<file path="src/rtl/memory_compression_pkg.sv">
// memory_compression_pkg: shared mode encoding and clear-FSM state type
package memory_compression_pkg;
  typedef enum logic {COMP_MODE_TRUNC = 1'b0, COMP_MODE_NARROW = 1'b1} comp_mode_e;
  typedef enum logic {ST_IDLE = 1'b0, ST_CLEAR = 1'b1} state_e;
endpackage

</file>
<file path="src/rtl/memory_compression_codec.sv">
// memory_compression_codec: combinational encode (data_i, mode_i -> enc_o, lossy_o) and decode (pay_i, tag_i -> dec_o)
module memory_compression_codec
  import memory_compression_pkg::*;
#(
  parameter int DATA_W = 16,
  parameter int COMP_W = 8
) (
  input  logic [DATA_W-1:0] data_i,
  input  logic              mode_i,
  output logic [COMP_W-1:0] enc_o,
  output logic              lossy_o,
  input  logic [COMP_W-1:0] pay_i,
  input  logic              tag_i,
  output logic [DATA_W-1:0] dec_o
);
  localparam int PAD = DATA_W - COMP_W;
  logic [COMP_W:0]   sum;
  logic [COMP_W-1:0] trunc_pay, narrow_pay;
  logic [DATA_W-1:0] enc_dec;
  logic              fits;
  assign sum        = {1'b0, data_i[DATA_W-1 -: COMP_W]} + {{COMP_W{1'b0}}, data_i[PAD-1]};
  assign trunc_pay  = sum[COMP_W] ? '1 : sum[COMP_W-1:0];
  assign fits       = &data_i[DATA_W-1:COMP_W-1] | ~|data_i[DATA_W-1:COMP_W-1];
  assign narrow_pay = fits ? data_i[COMP_W-1:0] : {data_i[DATA_W-1], {(COMP_W-1){~data_i[DATA_W-1]}}};
  assign enc_o      = (mode_i == COMP_MODE_NARROW) ? narrow_pay : trunc_pay;
  assign enc_dec    = (mode_i == COMP_MODE_NARROW) ? {{PAD{enc_o[COMP_W-1]}}, enc_o} : {enc_o, {PAD{1'b0}}};
  assign lossy_o    = enc_dec != data_i;
  assign dec_o      = (tag_i == COMP_MODE_NARROW) ? {{PAD{pay_i[COMP_W-1]}}, pay_i} : {pay_i, {PAD{1'b0}}};
endmodule

</file>
<file path="src/rtl/memory_compression_buf.sv">
// memory_compression_buf: compressed word store; wr_* write port, 2-cycle pipelined rd_* read port, clr sweep (busy), saturating lossy_cnt
module memory_compression_buf
  import memory_compression_pkg::*;
#(
  parameter int DATA_W = 16,
  parameter int COMP_W = 8,
  parameter int DEPTH  = 16,
  localparam int ADDR_W = $clog2(DEPTH)
) (
  input  logic              clk,
  input  logic              rst,
  input  logic              wr_valid,
  output logic              wr_ready,
  input  logic [ADDR_W-1:0] wr_addr,
  input  logic [DATA_W-1:0] wr_data,
  input  logic              wr_mode,
  input  logic              rd_valid,
  output logic              rd_ready,
  input  logic [ADDR_W-1:0] rd_addr,
  output logic [DATA_W-1:0] rd_data,
  output logic              rd_data_valid,
  input  logic              clr,
  output logic              busy,
  output logic [15:0]       lossy_cnt
);
  state_e            state_q, state_d;
  logic [ADDR_W-1:0] clr_idx_q;
  logic [COMP_W-1:0] pay_mem [DEPTH];
  logic [DEPTH-1:0]  tag_mem, valid_q;
  logic              s1_valid_q, s1_ent_q, s1_tag_q;
  logic [COMP_W-1:0] s1_pay_q, enc;
  logic [DATA_W-1:0] rd_data_q, dec;
  logic              rd_data_valid_q, lossy, wr_acc, rd_acc, sweep_done;
  logic [15:0]       lossy_q;
  assign busy          = state_q == ST_CLEAR;
  assign wr_ready      = ~busy;
  assign rd_ready      = ~busy;
  assign wr_acc        = wr_valid & wr_ready;
  assign rd_acc        = rd_valid & rd_ready;
  assign sweep_done    = busy && clr_idx_q == ADDR_W'(DEPTH - 1);
  assign rd_data       = rd_data_q;
  assign rd_data_valid = rd_data_valid_q;
  assign lossy_cnt     = lossy_q;
  always_comb begin
    state_d = state_q;
    if (!busy && clr) state_d = ST_CLEAR;
    else if (sweep_done) state_d = ST_IDLE;
  end
  memory_compression_codec #(.DATA_W(DATA_W), .COMP_W(COMP_W)) u_codec (
    .data_i(wr_data), .mode_i(wr_mode), .enc_o(enc), .lossy_o(lossy),
    .pay_i(s1_pay_q), .tag_i(s1_tag_q), .dec_o(dec)
  );
  always_ff @(posedge clk or posedge rst) begin
    if (rst) begin
      state_q         <= ST_IDLE;
      clr_idx_q       <= '0;
      valid_q         <= '0;
      lossy_q         <= '0;
      s1_valid_q      <= 1'b0;
      rd_data_valid_q <= 1'b0;
      rd_data_q       <= '0;
    end else begin
      state_q   <= state_d;
      clr_idx_q <= busy ? clr_idx_q + 1'b1 : '0;
      if (busy) valid_q[clr_idx_q] <= 1'b0;
      if (wr_acc) valid_q[wr_addr] <= 1'b1;
      if (sweep_done) lossy_q <= '0;
      else if (wr_acc && lossy && lossy_q != 16'hFFFF) lossy_q <= lossy_q + 1'b1;
      s1_valid_q      <= rd_acc;
      rd_data_valid_q <= s1_valid_q;
      if (s1_valid_q) rd_data_q <= s1_ent_q ? dec : '0;
    end
  end
  always_ff @(posedge clk) begin
    if (wr_acc) begin
      pay_mem[wr_addr] <= enc;
      tag_mem[wr_addr] <= wr_mode;
    end
    s1_pay_q <= pay_mem[rd_addr];
    s1_tag_q <= tag_mem[rd_addr];
    s1_ent_q <= valid_q[rd_addr];
  end
endmodule

</file>
<file path="config.mk">
export PLATFORM = sky130hd
export DESIGN_NAME = memory_compression_buf
export DESIGN_NICKNAME = d
export VERILOG_FILES = /design/src/rtl/memory_compression_pkg.sv /design/src/rtl/memory_compression_codec.sv /design/src/rtl/memory_compression_buf.sv
export SDC_FILE = /design/constraint.sdc
export NUM_CORES = 1
export LEC_CHECK = 0
export ABC_AREA = 1
export BUFFER_PORTS_ARGS = -buffer_cell sky130_fd_sc_hd__buf_2
export CORE_MARGIN = 2
export CORE_UTILIZATION = 48
export CTS_BUF_LIST = sky130_fd_sc_hd__clkbuf_16
export CTS_CLUSTER_SIZE = 28
export DETAILED_ROUTE_END_ITERATION = 16
export GPL_TIMING_DRIVEN = 0
export PLACE_DENSITY_LB_ADDON = 0.2
export SLEW_MARGIN = 20
export SYNTH_ARGS = -nofsm -noshare
export SYNTH_HDL_FRONTEND = slang
export SYNTH_SLANG_ARGS = --single-unit
</file>
<file path="constraint.sdc">
create_clock -name clk -period 2.64 [get_ports clk]
set_clock_uncertainty 0.15 [all_clocks]
set_input_delay 0.264 -clock clk [delete_from_list [all_inputs] [get_ports clk]]
set_output_delay 0.264 -clock clk [all_outputs]
set_load 0.02 [all_outputs]
</file>
==> results.md, run 1 <==
* Setup WS pre-CTS at -0.251 ns
* Crit start category: flip-flop
* Maximum VDD drop at 493 uV
* CP dominant cell by count: nor2_1
* Post-synthesis simple-gate area fraction at 0.146
* Largest family of logic cells by synthesized area: simple AND/OR/NAND/NOR gates
* Die Area at 21200 um2
* RSZ-0062 raised after global routing: no
* WP data arrival at 2.44 ns
* Final #Nets at ~1100
* 1st-pass router iterations at 5
* Fraction of synthesized area in multiplexers at 0.0416
* Remaining DRCs at 0
* Worst rel slew slack at 0.372
* Xor and xnor fraction of the mapped netlist area at 0.0146
* Final WL at 23.4 mm
* Diode count at 0
* R2R depth at 3
* Synth top area share at 0.450
* Antenna violations before repair at 0
* Crit path cell chain: nor2_1 > nand3_1 > nor2_1
* Worst hold path depth at 1
* Average size of a mapped cell at 10.4 um2
* Syn_nets at 966
* Post-Route Setup TNS at 0 ns
* Share of cells above drive strength 1 at 0.127
* FF-to-FF End: pay_mem[4][5]
* Worst Hold Launch: wr_mode
* Crit Path Class: reg2reg
* CP Capture Type: flip-flop
* Final Hold Vio Count at 0
* Largest cells by area after synthesis: edfxtp_1 45%, dfrtp_1 14%, nand2_1 6.2%, o21ai_0 4.8%, mux2i_1 4.2%
* Via count at 7030
* Setup Viol. Count Final at 0
* IO Port Bufs at 60
* Starting Density at 0.491
* Share of the clock period used by the worst path at 0.937
* Final HPWL DP at 16.6 mm
* Row Count at 51
* CP Buf/Inv Count at 0
* Clk Latency, worst-skew pair at 0.50 ns
* P_leak at 4.71 nW
* Final Max Tran Viols at 0
* CTS clk-pin slew, worst paths at 0.06 ns
* Largest net degree at the start of global routing at 56
* Register area share after synthesis at 0.614
* Final critical-path required period at 2.47 ns
* Longest Clk Path Bufs at 3
* CTS root buf: clkbuf_16
* CP max stage cell: nor2_1
* Core Area at 19600 um2
* Synth area leader: edfxtp_1
* Tightest Hold Check Type: in2reg
* Fmax at ~400 MHz
* Total grt overflow at 0
* Synth cell types at 34
* Post-DR wirelength/cell at 18.0 um
* First-pass GRT wire length at ~37 mm
* Hold path endpoint: tag_mem[10]
* Setup ws final at 0.167 ns
* Chip Width at 146 um
* Critical Path RT at 2.61 ns
* Syn Std Cell Area at 9610 um2
* Max-cap violations at 0
* R2R setup slack at 0.17 ns
* Pwr dens at 802 nW/um2
* ANT nets after route at 0
* TritonCTS clock tree: built
* # IOs at 66
* Vias/cell at 5.42
* GRT Overall Usage at 0.221
* Synth Register Bits at around 210
* Finished Core Util at 0.568
* Crit-path max cell delay at 0.83 ns
* R2R Path Start: busy
* CTS Buf Count at 22
* Area Overhead vs Synth at 15.7%
* Post-synthesis compound-gate area fraction at 0.115
* Height of the die at 146 um
* Outcome: finished, final reports clean
* H-tree Lvls at 1
* Yosys warns at 0
* Tightest Pin Transition at 0.938 ns
* GP Congestion at 0.925
* Adder-cell share of the synthesized area at 0.0104
* Delay-heaviest family, CP: simple AND/OR/NAND/NOR gates
* Num Clock Sinks at between 200 and 250
* DR iter-0 viols at ~600
* CP startpoint: busy
* Vias in the first global route at 6540
* Syn Inst Count at around 930
* Worst-path fanout max at 9
[synthesized netlist by cell type (all sizes together)]
cell type / number
nand3: 75
dfxtp: 10
nor4: 2
xor2: 14
o22ai: 2
xnor2: 2
nor3: 4
mux2i: 40
edfxtp: 144
o21bai: 2
inv: 94
ha: 8
clkinv: 2
and2: 2
nor2: 51
o311ai: 1
o211ai: 41
dfrtp: 55
nand4: 22
buf: 15
a21oi: 54
o21ai: 93
nand2: 165
clkbuf: 30
[through the flow]
| step | power (mW) | hold slack, ns | instance area (um2) | std cells |
|---|---|---|---|---|
| after detailed placement | 5.57 | 0.242 | 10300 | 1254 |
| after CTS | 8.96 | 0.0698 | 11100 | 1297 |
| after global placement | 5.53 | 0.238 | 10200 | 1253 |
| final | 8.92 | 0.0799 | 11100 | 1297 |
| after floorplan | 5.04 | 0.213 | 9610 | 928 |
| after global routing | 9.32 | 0.0766 | 11100 | 1297 |
[how the worst max path moves through the flow]
stage	to	slack [ns]	depth (start not counted)
4_1_cts	lossy_cnt[5]	0.15	9
3_5_place_dp	lossy_cnt[5]	-0.25	17
3_3_place_gp	pay_mem[13][1]	-0.49	9
2_1_floorplan	lossy_cnt[3]	0.47	9
6_report	pay_mem[4][5]	0.17	3
5_1_grt	lossy_cnt[6]	0.04	17
[sequential cells by signal (all words and copies together), names as in the netlist]
name and cells:
pay_mem 128, lossy_cnt 16, rd_data 16, tag_mem 16, valid_q 16, s1_pay_q 8, clr_idx_q 4, busy 1
rd_data_valid 1, s1_ent_q 1, s1_tag_q 1, s1_valid_q 1
[report_power, final]
group	internal [mW]	switching [mW]
combinational	0.463	1.02
sequential	3.84	0.186
clock	2.17	1.23
[layout make-up]
cell class,instances,area [um2]
fill,1718,8460
sequential,209,5900
multi-input combinational,578,3170
clock buffer,23,576
inverter,96,363
timing repair buffer,64,342
tap,265,332
clock inverter,17,243
buffer,45,206
[logic make-up (layout without fill, tap and decap cells)]
group | Yosys count | after routing
buffers and inverters | 141 | 245
adder cells (fa/ha/maj) | 8 | 8
XOR/XNOR | 16 | 16
AND/OR/NAND/NOR | 321 | 321
flip-flops | 209 | 209
multiplexers | 40 | 40
AO/OA/AOI/OAI | 193 | 193
[what timing repair did]
| item | CTS | global route |
|---|---|---|
| buffers inserted | 0 | 0 |
| endpoints found under the setup margin | 0 | 11 |
| endpoints found under the hold margin | 57 | 0 |
| resized for setup | 0 | 3 |
| hold buffers | 3 | 0 |
[metal layers]
metal / track usage / up-vias / routed length, um
met3: 0.0235 / 32 / 1390
li1: - / 3417 / -
met1: 0.323 / 3368 / 10600
met2: 0.357 / 213 / 10900
met4: 0.0574 / 0 / 510
met5: 0 / - / 0
[layout by cell type (no fill, tap or decap), types with 29 or more instances in the layout]
master	netlist	layout
a21oi_1	52	47
buf_2	5	65
clkbuf_1	30	29
dfrtp_1	55	55
edfxtp_1	144	144
inv_1	92	93
mux2i_1	40	40
nand2_1	158	158
nand3_1	75	75
nor2_1	47	47
o211ai_1	41	41
o21ai_0	92	92
No activity file was read; power rests on OpenSTA's default activity.
==> run 2, diff against run 1 <==
--- a/config.mk
+++ b/config.mk
@@ -14,6 +14,8 @@
 export DETAILED_ROUTE_END_ITERATION = 16
 export GPL_TIMING_DRIVEN = 0
 export PLACE_DENSITY_LB_ADDON = 0.2
+export RECOVER_POWER = 25
+export SKIP_LAST_GASP = 1
 export SLEW_MARGIN = 20
 export SYNTH_ARGS = -nofsm -noshare
 export SYNTH_HDL_FRONTEND = slang
==> constraint.sdc (replaced) <==
create_clock -name clk -period 3.1 [get_ports clk]
set_clock_uncertainty 0.15 [all_clocks]
set_input_delay 0.31 -clock clk [delete_from_list [all_inputs] [get_ports clk]]
set_output_delay 0.31 -clock clk [all_outputs]
set_load 0.02 [all_outputs]
==> run 2 against run 1 <==
Effect of this change:
- the run now ends with capacitance limit, slew limit left
- worst hold slack gained 0.051 ns
- power fell by 15%
- maximum frequency is 1.2% lower
- critical endpoint is now pay_mem[0][5]
- largest power group unchanged
==> results.md, run 2 (synthesis results as in run 1) <==
* CP Capture Type: flip-flop
* Row Count at 51
* P_leak at around 4.6 nW
* Sequential cell area at 5900 um2
* Setup Viol. Count Final at 0
* Outcome: finished with violations
* RSZ-0062 raised after global routing: no
* Biggest register: pay_mem
* Final Max Tran Viols at 56
* IO Port Bufs at 60
* Vias/cell at 5.42
* Post-Route Setup TNS at 0 ns
* Longest Clk Path Bufs at 3
* Share of the clock period used by the worst path at 0.808
* Tightest Hold Check Type: in2reg
* Num Clock Sinks at 209
* Crit Path Class: reg2reg
* Pwr dens at 683 nW/um2
* Fmax at between 300 and 400 MHz
* Violated checks: capacitance limit, slew limit
* R2R Path Start: busy
* DP Cell Count at 1254
* # fillers at 1727
* Finished Core Util at 0.567
* Area Overhead vs Synth at 15.5%
* Commonest non-fill, non-tap cell in the layout: nand2_1
* Core Area at 19600 um2
* Final HPWL DP at 16.6 mm
* CP startpoint: busy
* Worst rel slew slack at -0.389
* Height of the die at 146 um
* ANT nets after route at 0
* Final WL at 23.4 mm
* CTS clk-pin slew, worst paths at 0.06 ns
* Most frequent cells in the layout: 158 x nand2_1, 144 x edfxtp_1, 94 x inv_1, 92 x o21ai_0, 75 x nand3_1
* Final Hold Vio Count at 0
* Final #Nets at approximately 1100
* Starting Density at 0.491
* Multi-input gate area at ~3200 um2
* Clk Latency, worst-skew pair at 0.50 ns
* Worst Hold Launch: wr_mode
* Maximum VDD drop at approximately 420 uV
* Diode count at 0
* Critical Path RT at just over 3 ns
* Final critical-path required period at 2.50 ns
* Share of cells above drive strength 1 at 0.107
* # IOs at 66
* TritonCTS clock tree: built
* Non-Filler Instances at 1297
* Remaining DRCs at 0
* Die Area at 21200 um2
* Post-CTS Setup Repair Bufs at 0
* Max-cap violations at 1
* Worst-path fanout max at 9
* Total grt overflow at 0
* CTS root buf: clkbuf_16
* Largest net degree at the start of global routing at 56
* First-pass GRT wire length at approximately 37 mm
* Vias in the first global route at 6540
* Post-DR wirelength/cell at roughly 18 um
* Max reg flops at 128
* WP data arrival at 2.47 ns
* Antenna violations before repair at 0
* GRT Overall Usage at 0.221
* Chip Width at 146 um
* H-tree Lvls at 1
* CTS Buf Count at 22
* Tightest Pin Transition at 2.08 ns
* 1st-pass router iterations at 5
* GP Congestion at 0.925
* Crit start category: flip-flop
* Hold buffer count at cts at 3
* DR iter-0 viols at 589
* Post_cts resized at 0
* Via count at 7030
-- run 2: area by class of cell --
| type | instances | area share |
|---|---|---|
| Sequential cell | 209 | 0.532 |
| Multi-Input combinational cell | 578 | 0.285 |
| Clock buffer | 23 | 0.0518 |
| Inverter | 96 | 0.0325 |
| Tap cell | 265 | 0.0299 |
| Timing Repair Buffer | 64 | 0.0287 |
| Clock inverter | 17 | 0.0219 |
| Buffer | 45 | 0.0185 |
-- run 2: worst max-delay path: stages, from the launching register on --
cell	delay (ns)
dfrtp_1	0.39
nor2_1	0.32
nand3_1	0.40
nor2_1	0.86
-- run 2: metrics by stage --
| stage | cell area, um2 | setup slack (ns) | hold slack [ns] | power [mW] |
|---|---|---|---|---|
| global route | 11100 | 0.175 | 0.123 | 7.91 |
| floorplan | 9610 | 0.926 | 0.224 | 4.29 |
| CTS | 11100 | 0.612 | 0.116 | 7.63 |
| global placement | 10200 | -0.0744 | 0.238 | 4.71 |
| detailed placement | 10300 | 0.163 | 0.242 | 4.74 |
| finish | 11100 | 0.596 | 0.131 | 7.58 |
-- run 2: final timing paths --
kind	to	slack, ns	depth (start not counted)
max reg2reg	pay_mem[0][5]	0.60	3
max	pay_mem[0][5]	0.60	3
min in group asynchronous	rd_data[11]	0.89	3
min	tag_mem[10]	0.13	1
min reg2reg	rd_data_valid	0.25	0
max in group asynchronous	lossy_cnt[10]	0.70	3
-- run 2: power breakdown --
| part | internal, mW | switching, mW | leakage (nW) | total, mW |
|---|---|---|---|---|
| clock | 1.85 | 1.06 | 0.407 | 2.90 |
| combinational | 0.365 | 0.873 | 2.12 | 1.24 |
| sequential | 3.27 | 0.162 | 2.11 | 3.44 |
-- run 2: metal layers --
metal | track usage | wire, um | part of all wire | vias to the layer above
met1 | 0.323 | 10700 | 0.46 | 3368
met5 | 0 | 0 | 0 | -
li1 | - | - | - | 3422
met3 | 0.0235 | 1210 | 0.052 | 35
met4 | 0.0574 | 529 | 0.023 | 0
met2 | 0.357 | 10900 | 0.47 | 205
